### config.mk
export PLATFORM = sky130hd
export DESIGN_NAME = pc_update_unit_flat
export DESIGN_NICKNAME = d
export VERILOG_FILES = /design/src/rtl/pc_unit_pkg.sv /design/src/rtl/pc_update_unit_if.sv /design/src/rtl/branch_cond_eval.sv /design/src/rtl/pc_update_unit.sv /design/src/flat_wrapper.sv
export SDC_FILE = /design/constraint.sdc
export NUM_CORES = 1
export LEC_CHECK = 0
export ABC_CLOCK_PERIOD_IN_PS = 4000
export CAP_MARGIN = 10
export CORE_MARGIN = 4
export CORE_UTILIZATION = 49
export DETAILED_ROUTE_END_ITERATION = 10
export GPL_TIMING_DRIVEN = 0
export MAX_ROUTING_LAYER = met4
export PLACE_DENSITY = 0.85
export SETUP_SLACK_MARGIN = 0.05
export SLEW_MARGIN = 30
export SYNTH_ARGS = -nofsm -noshare
export SYNTH_HDL_FRONTEND = slang
export SYNTH_SLANG_ARGS = --single-unit
### constraint.sdc
create_clock -name clk -period 4 [get_ports clk]
set_input_delay 0.4 -clock clk [delete_from_list [all_inputs] [get_ports clk]]
set_output_delay 0.4 -clock clk [all_outputs]
set_load 0.01 [all_outputs]
### src/rtl/pc_unit_pkg.sv
// +----------------------------------------------------------------------------+
// | pc_unit_pkg : shared types and codes for the PC update unit                 |
// | Revision    : 1.0                                                           |
// +----------------------------------------------------------------------------+
`default_nettype none

package pc_unit_pkg;

   typedef enum logic [1:0] {
      RUN     = 2'd0,
      EXC_EPC = 2'd1,
      EXC_VEC = 2'd2
   } pc_state_e;

   localparam logic [1:0] CAUSE_OPCODE = 2'b00;
   localparam logic [1:0] CAUSE_OVFL   = 2'b01;
   localparam logic [1:0] CAUSE_DIVZ   = 2'b10;
   localparam logic [1:0] CAUSE_ALIGN  = 2'b11;

   localparam logic [1:0] BR_EQ = 2'b00;
   localparam logic [1:0] BR_NE = 2'b01;
   localparam logic [1:0] BR_LE = 2'b10;
   localparam logic [1:0] BR_GT = 2'b11;

endpackage

`default_nettype wire

### src/rtl/pc_update_unit_if.sv
// +----------------------------------------------------------------------------+
// | pc_update_unit_if : PC-mux / branch / exception bus of the PC update unit   |
// | Revision          : 1.0                                                     |
// +----------------------------------------------------------------------------+
`default_nettype none

interface pc_update_unit_if;
   logic [31:0] next_pc;
   logic        pc_write;
   logic        pc_write_cond;
   logic [1:0]  branch_op;
   logic        alu_zero;
   logic        alu_lt;
   logic        exc_req;
   logic [1:0]  exc_cause;
   logic [31:0] pc;
   logic [31:0] epc;
   logic        exc_busy;
   logic        exc_ack;

   modport master (
      output next_pc, pc_write, pc_write_cond, branch_op, alu_zero, alu_lt,
             exc_req, exc_cause,
      input  pc, epc, exc_busy, exc_ack
   );

   modport slave (
      input  next_pc, pc_write, pc_write_cond, branch_op, alu_zero, alu_lt,
             exc_req, exc_cause,
      output pc, epc, exc_busy, exc_ack
   );
endinterface

`default_nettype wire

### src/rtl/branch_cond_eval.sv
// +----------------------------------------------------------------------------+
// | branch_cond_eval : combinational branch-taken decision from ALU flags       |
// | Revision         : 1.0                                                      |
// +----------------------------------------------------------------------------+
`default_nettype none

module branch_cond_eval
   import pc_unit_pkg::*;
(
   input  logic [1:0] branch_op_i,
   input  logic       alu_zero_i,
   input  logic       alu_lt_i,
   output logic       take_o
);

   always_comb begin
      take_o = 1'b0;
      case (branch_op_i)
         BR_EQ:   take_o = alu_zero_i;
         BR_NE:   take_o = ~alu_zero_i;
         BR_LE:   take_o = alu_zero_i | alu_lt_i;
         BR_GT:   take_o = ~alu_zero_i & ~alu_lt_i;
         default: take_o = 1'b0;
      endcase
   end

endmodule

`default_nettype wire

### src/rtl/pc_update_unit.sv
// +----------------------------------------------------------------------------+
// | pc_update_unit : PC/EPC registers with a three-state exception sequencer    |
// | Option         : PC_ALIGN_CHECK_EN traps misaligned PC writes (cause 11)    |
// | Revision       : 1.0                                                        |
// +----------------------------------------------------------------------------+
`default_nettype none

module pc_update_unit
   import pc_unit_pkg::*;
#(
   parameter logic [31:0] RESET_PC   = 32'h0000_0000,
   parameter logic [31:0] VEC_OPCODE = 32'h0000_00FD,
   parameter logic [31:0] VEC_OVFL   = 32'h0000_00FE,
   parameter logic [31:0] VEC_DIVZ   = 32'h0000_00FF,
   parameter logic [31:0] VEC_ALIGN  = 32'h0000_00FC
) (
   input  logic              clk,
   input  logic              reset,
   pc_update_unit_if.slave   bus
);

   pc_state_e   state_q;
   logic [31:0] pc_q;
   logic [31:0] epc_q;
   logic        busy_q;
   logic        ack_q;
   logic [1:0]  cause_q;

   logic        w_take;
   logic        w_we;
   logic        w_exc_start;
   logic        w_wr_ok;
   logic [1:0]  w_cause_sel;

   branch_cond_eval u_branch_cond_eval (
      .branch_op_i (bus.branch_op),
      .alu_zero_i  (bus.alu_zero),
      .alu_lt_i    (bus.alu_lt),
      .take_o      (w_take)
   );

   assign w_we = bus.pc_write | (bus.pc_write_cond & w_take);

`ifdef PC_ALIGN_CHECK_EN
   logic w_misalign;
   assign w_misalign  = w_we & (|bus.next_pc[1:0]);
   assign w_exc_start = bus.exc_req | w_misalign;
   // An external request outranks the internally detected misalignment.
   assign w_cause_sel = bus.exc_req ? bus.exc_cause : CAUSE_ALIGN;
   assign w_wr_ok     = w_we & ~w_misalign;
`else
   logic w_unused_vec_align;
   assign w_unused_vec_align = ^VEC_ALIGN;
   assign w_exc_start = bus.exc_req;
   assign w_cause_sel = bus.exc_cause;
   assign w_wr_ok     = w_we;
`endif

   function automatic logic [31:0] vec_for(input logic [1:0] cause);
      logic [31:0] v;
      case (cause)
         CAUSE_OVFL:  v = VEC_OVFL;
         CAUSE_DIVZ:  v = VEC_DIVZ;
`ifdef PC_ALIGN_CHECK_EN
         CAUSE_ALIGN: v = VEC_ALIGN;
`else
         CAUSE_ALIGN: v = VEC_OPCODE;
`endif
         default:     v = VEC_OPCODE;
      endcase
      return v;
   endfunction

   always_ff @(posedge clk or negedge reset) begin
      if (!reset) begin
         state_q <= RUN;
         pc_q    <= RESET_PC;
         epc_q   <= 32'h0000_0000;
         busy_q  <= 1'b0;
         ack_q   <= 1'b0;
         cause_q <= CAUSE_OPCODE;
      end else begin
         case (state_q)
            RUN: begin
               ack_q <= 1'b0;
               // Exception entry drops any write requested in the same cycle.
               if (w_exc_start) begin
                  cause_q <= w_cause_sel;
                  busy_q  <= 1'b1;
                  state_q <= EXC_EPC;
               end else if (w_wr_ok) begin
                  pc_q <= bus.next_pc;
               end
            end
            EXC_EPC: begin
               epc_q   <= pc_q - 32'd4;
               state_q <= EXC_VEC;
            end
            EXC_VEC: begin
               pc_q    <= vec_for(cause_q);
               busy_q  <= 1'b0;
               ack_q   <= 1'b1;
               state_q <= RUN;
            end
            default: begin
               state_q <= RUN;
               busy_q  <= 1'b0;
               ack_q   <= 1'b0;
            end
         endcase
      end
   end

   assign bus.pc       = pc_q;
   assign bus.epc      = epc_q;
   assign bus.exc_busy = busy_q;
   assign bus.exc_ack  = ack_q;

endmodule

`default_nettype wire

### src/flat_wrapper.sv
// flat-port wrapper written by rule: the top's interface ports become plain ports
module pc_update_unit_flat import pc_unit_pkg::*;
#(
   parameter logic [31:0] RESET_PC   = 32'h0000_0000,
   parameter logic [31:0] VEC_OPCODE = 32'h0000_00FD,
   parameter logic [31:0] VEC_OVFL   = 32'h0000_00FE,
   parameter logic [31:0] VEC_DIVZ   = 32'h0000_00FF,
   parameter logic [31:0] VEC_ALIGN  = 32'h0000_00FC
)
  (clk, reset, bus_next_pc, bus_pc_write, bus_pc_write_cond, bus_branch_op, bus_alu_zero, bus_alu_lt, bus_exc_req, bus_exc_cause, bus_pc, bus_epc, bus_exc_busy, bus_exc_ack);
  pc_update_unit_if bus_i ();
  input  logic clk;
  input  logic reset;
  input wire logic [$bits(bus_i.next_pc)-1:0] bus_next_pc;
  input wire logic [$bits(bus_i.pc_write)-1:0] bus_pc_write;
  input wire logic [$bits(bus_i.pc_write_cond)-1:0] bus_pc_write_cond;
  input wire logic [$bits(bus_i.branch_op)-1:0] bus_branch_op;
  input wire logic [$bits(bus_i.alu_zero)-1:0] bus_alu_zero;
  input wire logic [$bits(bus_i.alu_lt)-1:0] bus_alu_lt;
  input wire logic [$bits(bus_i.exc_req)-1:0] bus_exc_req;
  input wire logic [$bits(bus_i.exc_cause)-1:0] bus_exc_cause;
  output wire logic [$bits(bus_i.pc)-1:0] bus_pc;
  output wire logic [$bits(bus_i.epc)-1:0] bus_epc;
  output wire logic [$bits(bus_i.exc_busy)-1:0] bus_exc_busy;
  output wire logic [$bits(bus_i.exc_ack)-1:0] bus_exc_ack;
  assign bus_i.next_pc = bus_next_pc;
  assign bus_i.pc_write = bus_pc_write;
  assign bus_i.pc_write_cond = bus_pc_write_cond;
  assign bus_i.branch_op = bus_branch_op;
  assign bus_i.alu_zero = bus_alu_zero;
  assign bus_i.alu_lt = bus_alu_lt;
  assign bus_i.exc_req = bus_exc_req;
  assign bus_i.exc_cause = bus_exc_cause;
  assign bus_pc = bus_i.pc;
  assign bus_epc = bus_i.epc;
  assign bus_exc_busy = bus_i.exc_busy;
  assign bus_exc_ack = bus_i.exc_ack;
  pc_update_unit #(.RESET_PC(RESET_PC), .VEC_OPCODE(VEC_OPCODE), .VEC_OVFL(VEC_OVFL), .VEC_DIVZ(VEC_DIVZ), .VEC_ALIGN(VEC_ALIGN)) u_core (.clk(clk), .reset(reset), .bus(bus_i));
endmodule
==> results of run 1 <==
## sequential cells by signal (all words and copies together), names as in the netlist
| signal | count |
|---|---|
| u_core.bus.exc_ack | 1 |
| u_core.state_q | 2 |
| u_core.bus.epc | 32 |
| u_core.cause_q | 2 |
| u_core.bus.pc | 32 |
| u_core.bus.exc_busy | 1 |
## cells in the mapped netlist (3+ instances only)
cell	number
clkbuf_1	17
a31oi_1	3
o21ai_0	83
nand4_1	4
nand3_1	3
a21oi_1	4
xnor2_1	17
inv_1	5
nor3_1	7
dfrtp_1	70
o21ai_1	7
xor2_1	9
nor2_1	24
nand2_1	66
nor4_1	6
## stage by stage
stage / hold WS, ps / util / total power [mW]
after global routing: 501.0 / 0.7294 / 3.175
after global placement: 458.8 / 0.6926 / 2.367
after floorplan: 104.4 / - / 1.698
after CTS: 477.8 / 0.7294 / 2.995
after detailed placement: 296.5 / 0.6965 / 2.421
final: 480.3 / 0.7294 / 2.981
## placed cells by master (no fill, tap or decap), drive strengths merged
cell type / instances
or2: 2
and4bb: 1
o41ai: 1
clkinv: 3
bufinv: 1
xor2: 9
inv: 5
o31ai: 1
a21oi: 4
nand4: 4
nand2: 66
a31oi: 3
nand2b: 2
xnor2: 17
nor2: 24
ha: 2
nor3b: 3
nor4b: 2
dlygate4sd3: 1
a211oi: 1
nor3: 7
or4: 2
nand3: 3
or3: 3
nor4: 6
clkbuf: 29
buf: 4
o21ai: 91
clkdlybuf4s50: 107
dfrtp: 70
mux2: 1
nand3b: 2
a21o: 1
## area by class of cell
type                       instances  area, um2  share of cell area
timing repair buffer             110       1116              0.2396
multi-input combinational        258       1403              0.3011
tap                               77      96.34             0.02068
buffer                            19      72.57             0.01558
sequential                        70       1752              0.3760
inverter                           5      18.77            0.004029
clock buffer                      12      155.1             0.03331
clock inverter                     4      45.04            0.009670
## final timing paths
kind,startpoint,slack (ps),endpoint,depth (start not counted)
max,bus_alu_lt,1560,u_core.bus.pc[31],7
min reg2reg,u_core.bus.epc[1],480,u_core.bus.epc[1],2
max reg2reg,u_core.bus.pc[2],1620,u_core.bus.epc[26],7
min,u_core.bus.epc[1],480,u_core.bus.epc[1],2
min in group asynchronous,reset,490,u_core.bus.epc[12],2
max in group asynchronous,reset,2990,u_core.bus.pc[1],3
## power breakdown
group | internal (mW) | total [mW] | switching, mW
combinational | 0.659 | 1.20 | 0.538
clock | 0.319 | 0.572 | 0.252
sequential | 0.959 | 1.21 | 0.253
## worst register-to-register path: stages (launching register included)
cell,delay (ps)
dfrtp_1,460
inv_1,90
ha_1,220
nor4b_1,480
nand4_1,380
nor3_1,360
xnor2_1,150
o21ai_0,100
## cell families after synthesis
kind of cell,count (synthesis),synth area share
buffers and inverters,24,0.02814
xor gates and xnor gates,26,0.07016
muxes,1,0.003469
and+or+nand+nor,127,0.1877
DFF,70,0.5397
AOI/OAI and AO/OA,102,0.1631
adders and majority gates,2,0.007709
## repair_timing
action                                 in CTS  in global routing
hold buffers                                1                  0
endpoints found under the hold margin      19                  0
setup endpoints to repair                   0                  0
## layer usage
layer | GRT usage | vias up | routed length [um]
li1 | - | 1453 | -
met1 | 0.3173 | 1468 | 3771
met2 | 0.3985 | 123 | 4557
met3 | 0.03041 | 17 | 546
met4 | 0.08119 | 0 | 146
met5 | - | - | 0
==> impl_metrics.json, run 1 <==
{
  "status": "finished, final reports clean",
  "drt_iter0_drc": 172,
  "syn_to_final_growth_pct": 43.52,
  "die_w_um": 89.39,
  "antenna_found_initial": 0,
  "final_cell_area_um2": 4658,
  "htreeDepth": 3,
  "syn_nets": 397,
  "rsz0062_at_grt": "false",
  "max_cap_viol_count": 0,
  "cp.arrival_ps": 2630,
  "final.setup.worst_slack_ps": 1564,
  "cts_inserted_buffers": 9,
  "synthFlopType": "dfrtp_1",
  "post_synth_num_cell_types": 35,
  "fin_crit_sh": 0.6089,
  "ys_seq_area_frac": 0.5397,
  "cpMaxStageDelayCell": "a211oi_1",
  "drt_wl_total_um": 9022,
  "min_period_ps": 2436,
  "slew_headroom": 0.4200,
  "power_density_nw_per_um2": 639.9,
  "synth_area_um2": 3246,
  "crit_path_max_incr_delay_ps": 740,
  "setup_viol": 0,
  "crit_family": "compound AO/OA/AOI/OAI gates",
  "leakage_nw": 1.928,
  "routabilityCongestion": 0.8466,
  "post_cts_resized": 0,
  "drt_pass1_iterations": 5,
  "die_h_um": 89.39,
  "cts_tree": "done",
  "grt_pass1_vias": 2985,
  "overflow": 0,
  "fin_skew_ps": 8.250,
  "criticalPathCategory": "input pin to flop",
  "cts.sinks": 70,
  "wl_per_cell_um": 16.26,
  "yosys_warnings": 0,
  "grt_usage": 0.2445,
  "synth_edf_count": 0,
  "post_cts.repair.setup_buffers": 0,
  "ant_nets": 0,
  "diodes": 0,
  "cp_cell_sequence": "clkdlybuf4s50_1 > a21oi_1 > xnor2_1 > a211oi_1 > or2_2 > clkbuf_1 > o21ai_0",
  "vdd.ir_drop.worst_mv": 0.3659,
  "fp-row-count": 29,
  "stdcell_count": 555,
  "hold_violations": 0,
  "vias": 3061,
  "syn_area_per_cell_um2": 9.220,
  "core_area_um2": 6386,
  "drive_gt1_frac": 0.05649,
  "critPathMaxFanout": 10,
  "initial_core_util": 0.5082,
  "dpl_cell_area_um2": 4448,
  "place_inst": 538,
  "clk_path_buf_depth": 2,
  "setup_tns_ps": 0,
  "synth_top_area_share": 0.5397,
  "cts.clk_slew.worst_paths_ps": 70,
  "dieArea_um2": 7990,
  "pin_count": 109,
  "startpoint_type": "input pin",
  "avgViaCountPerCell": 5.515,
  "cp_data_required_time_ps": 4200,
  "synth_area_leaders": "dfrtp_1 54%, o21ai_0 13%, nand2_1 7.6%",
  "pre_cts_ws_ps": 1231,
  "end_kind": "flop",
  "drc": 0,
  "cp.buffers_inverters": 2,
  "clk_latency_ps": 340,
  "io_buffers": 108,
  "hp-class": "flop to flop",
  "synth-seq-cells": 70,
  "dp_hpwl_um": 6649,
  "grt_max_degree": 52,
  "tightest_slew_ps": 864.8,
  "synthCells": 352,
  "grt_first_pass_wirelength_um": 14520,
  "synth.largest_area_cell": "dfrtp_1",
  "clock-root-buffer": "clkbuf_8",
  "drv_slew": 0,
  "max_freq_ghz": 0.4106,
  "synthArstFlopShare": 1.000,
  "fin_nets": 518,
  "fillers": 478
}
Note: power is estimated with default switching activity, not from simulation.
==> run 2: changes to the inputs <==
ABC_CLOCK_PERIOD_IN_PS = 2300   (was 4000)
CORE_UTILIZATION = 46   (was 49)
PLACE_DENSITY = 0.81   (was 0.85)
clock period = 2.3 ns   (was 4 ns; I/O delays follow)
==> impl_metrics.json, run 2 (synthesized netlist as in run 1, its figures left out) <==
{
  "status": "finished, final reports clean",
  "cts_inserted_buffers": 9,
  "fillers": 562,
  "r2r_end": "u_core.bus.epc[29]",
  "hold_violations": 0,
  "cts_tree": "done",
  "clock-root-buffer": "clkbuf_8",
  "stdcell_count": 575,
  "diodes": 0,
  "cp-endpoint": "u_core.bus.epc[29]",
  "vdd.ir_drop.worst_mv": 0.5216,
  "multi_input_area_um2": 1421,
  "startpoint_type": "flop",
  "drt_pass1_iterations": 4,
  "fin_nets": 519,
  "htreeDepth": 3,
  "clk_path_buf_depth": 2,
  "clk_latency_ps": 350,
  "avgViaCountPerCell": 5.256,
  "dieArea_um2": 8464,
  "grt_usage": 0.2216,
  "die_h_um": 92,
  "fp-row-count": 30,
  "drt_iter0_drc": 222,
  "slew_headroom": 0.5665,
  "min_period_ps": 2151,
  "cp_cell_sequence": "nor4_1 > nor3b_2 > buf_2 > nand4_1 > xor2_1 > o21ai_1",
  "initial_core_util": 0.4751,
  "cts.clk_slew.worst_paths_ps": 80,
  "drc": 0,
  "reg2reg_from": "u_core.bus.pc[9]",
  "cp.arrival_ps": 2370,
  "fin_crit_sh": 0.9354,
  "antenna_found_initial": 0,
  "end_kind": "flop",
  "drt_wl_total_um": 8941,
  "hp-class": "input pin to asynchronous set/reset pin",
  "drive_gt1_frac": 0.06889,
  "place_inst": 557,
  "core_area_um2": 6832,
  "grt_pass1_vias": 3031,
  "routabilityCongestion": 0.8706,
  "overflow": 0,
  "mostFrequentLayoutCell": "clkdlybuf4s50_1",
  "syn_to_final_growth_pct": 45.84,
  "crit_start": "u_core.bus.pc[9]",
  "r2r_cells": 6,
  "cpMaxStageDelayCell": "nor4_1",
  "setup_viol": 0,
  "regArea_um2": 1752,
  "grt_first_pass_wirelength_um": 14350,
  "ant_nets": 0,
  "io_buffers": 108,
  "drv_slew": 0,
  "cp_data_required_time_ps": 2520,
  "power_mw": 5.324,
  "final.setup.worst_slack_ps": 148.6,
  "die_w_um": 92,
  "dp_hpwl_um": 6599,
  "cts.sinks": 70,
  "vias": 3022,
  "critPathMaxFanout": 10,
  "power_density_nw_per_um2": 1125,
  "pin_count": 109,
  "crit_path_max_incr_delay_ps": 580,
  "tightest_slew_ps": 644.4,
  "criticalPathCategory": "flop to flop",
  "max_freq_ghz": 0.4648,
  "mostFrequentLayoutCells": "107 x clkdlybuf4s50_1, 83 x o21ai_0, 70 x dfrtp_1, 65 x nand2_1, 24 x nor2_1",
  "max_cap_viol_count": 0,
  "fin_skew_ps": 13.22,
  "wl_per_cell_um": 15.55,
  "leakage_nw": 1.944,
  "grt_max_degree": 44,
  "rsz0062_at_grt": "true",
  "regToRegSetupSlack_ps": 150,
  "pre_cts_ws_ps": -193.2
}
==> run 2: metal layers <==
layer,global-route usage,part of all wire
met4,0.07178,0.014
met5,-,0
met3,0.05989,0.072
met1,0.2678,0.43
met2,0.3625,0.49
==> run 2: final cells by class <==
cell class	instances	share of cell area
plain buffers	19	0.01533
clock buffers	11	0.03199
clock inverters	5	0.01718
inverters	5	0.003965
multi-input cells	258	0.3003
flip-flops and latches	70	0.3701
well taps	96	0.02538
repair buffers	111	0.2358
==> run 2: worst max-delay path, delay by kind of cell, from the launching register on <==
kind | cells | cell delay (ps)
xor gates and xnor gates | 1 | 210
AOI/OAI and AO/OA | 1 | 80
DFF | 1 | 440
buffers and inverters | 1 | 270
and+or+nand+nor | 3 | 1030
==> run 2: how the worst min path moves through the flow <==
stage                      start                  to  slack (ps)  depth (start not counted)
6_report                   reset   u_core.bus.pc[21]         330                          2
3_5_place_dp               reset  u_core.bus.epc[29]         170                          1
4_1_cts                    reset  u_core.bus.epc[29]         330                          2
2_1_floorplan              reset   u_core.bus.epc[0]         -70                          0
5_1_grt                    reset  u_core.bus.epc[23]         380                          2
3_3_place_gp   u_core.bus.epc[1]   u_core.bus.epc[1]         460                          2
==> run 2: where the power goes <==
part / total, mW / internal, mW / switching [mW]
clock: 1.15 / 0.670 / 0.476
combinational: 2.08 / 1.15 / 0.936
sequential: 2.09 / 1.67 / 0.427
==> run 2: through the flow <==
step                setup TNS, ps    util  hold WS [ps]  instance area (um2)
floorplan                       0       -        -65.59                 3246
global placement           -90880  0.6509         459.2                 4447
detailed placement          -5049  0.6535         169.5                 4464
CTS                             0  0.6899         329.5                 4713
global route                    0  0.6929         375.6                 4733
finish                          0  0.6929         332.1                 4733
==> run 2: what timing repair did <==
action / 4_1_cts / 5_1_grt
setup buffers: 0 / 1
gates resized for setup: 1 / 3
endpoints found under the setup margin: 8 / 36
hold buffers: 1 / 0
endpoints found under the hold margin: 27 / 0
==> run 3: changes to the inputs <==
CAP_MARGIN = 20   (was 10)
TNS_END_PERCENT = 100   (was default)
==> results of run 3 <==
The final DEF is identical to that of run 2; final timing and power are the same.
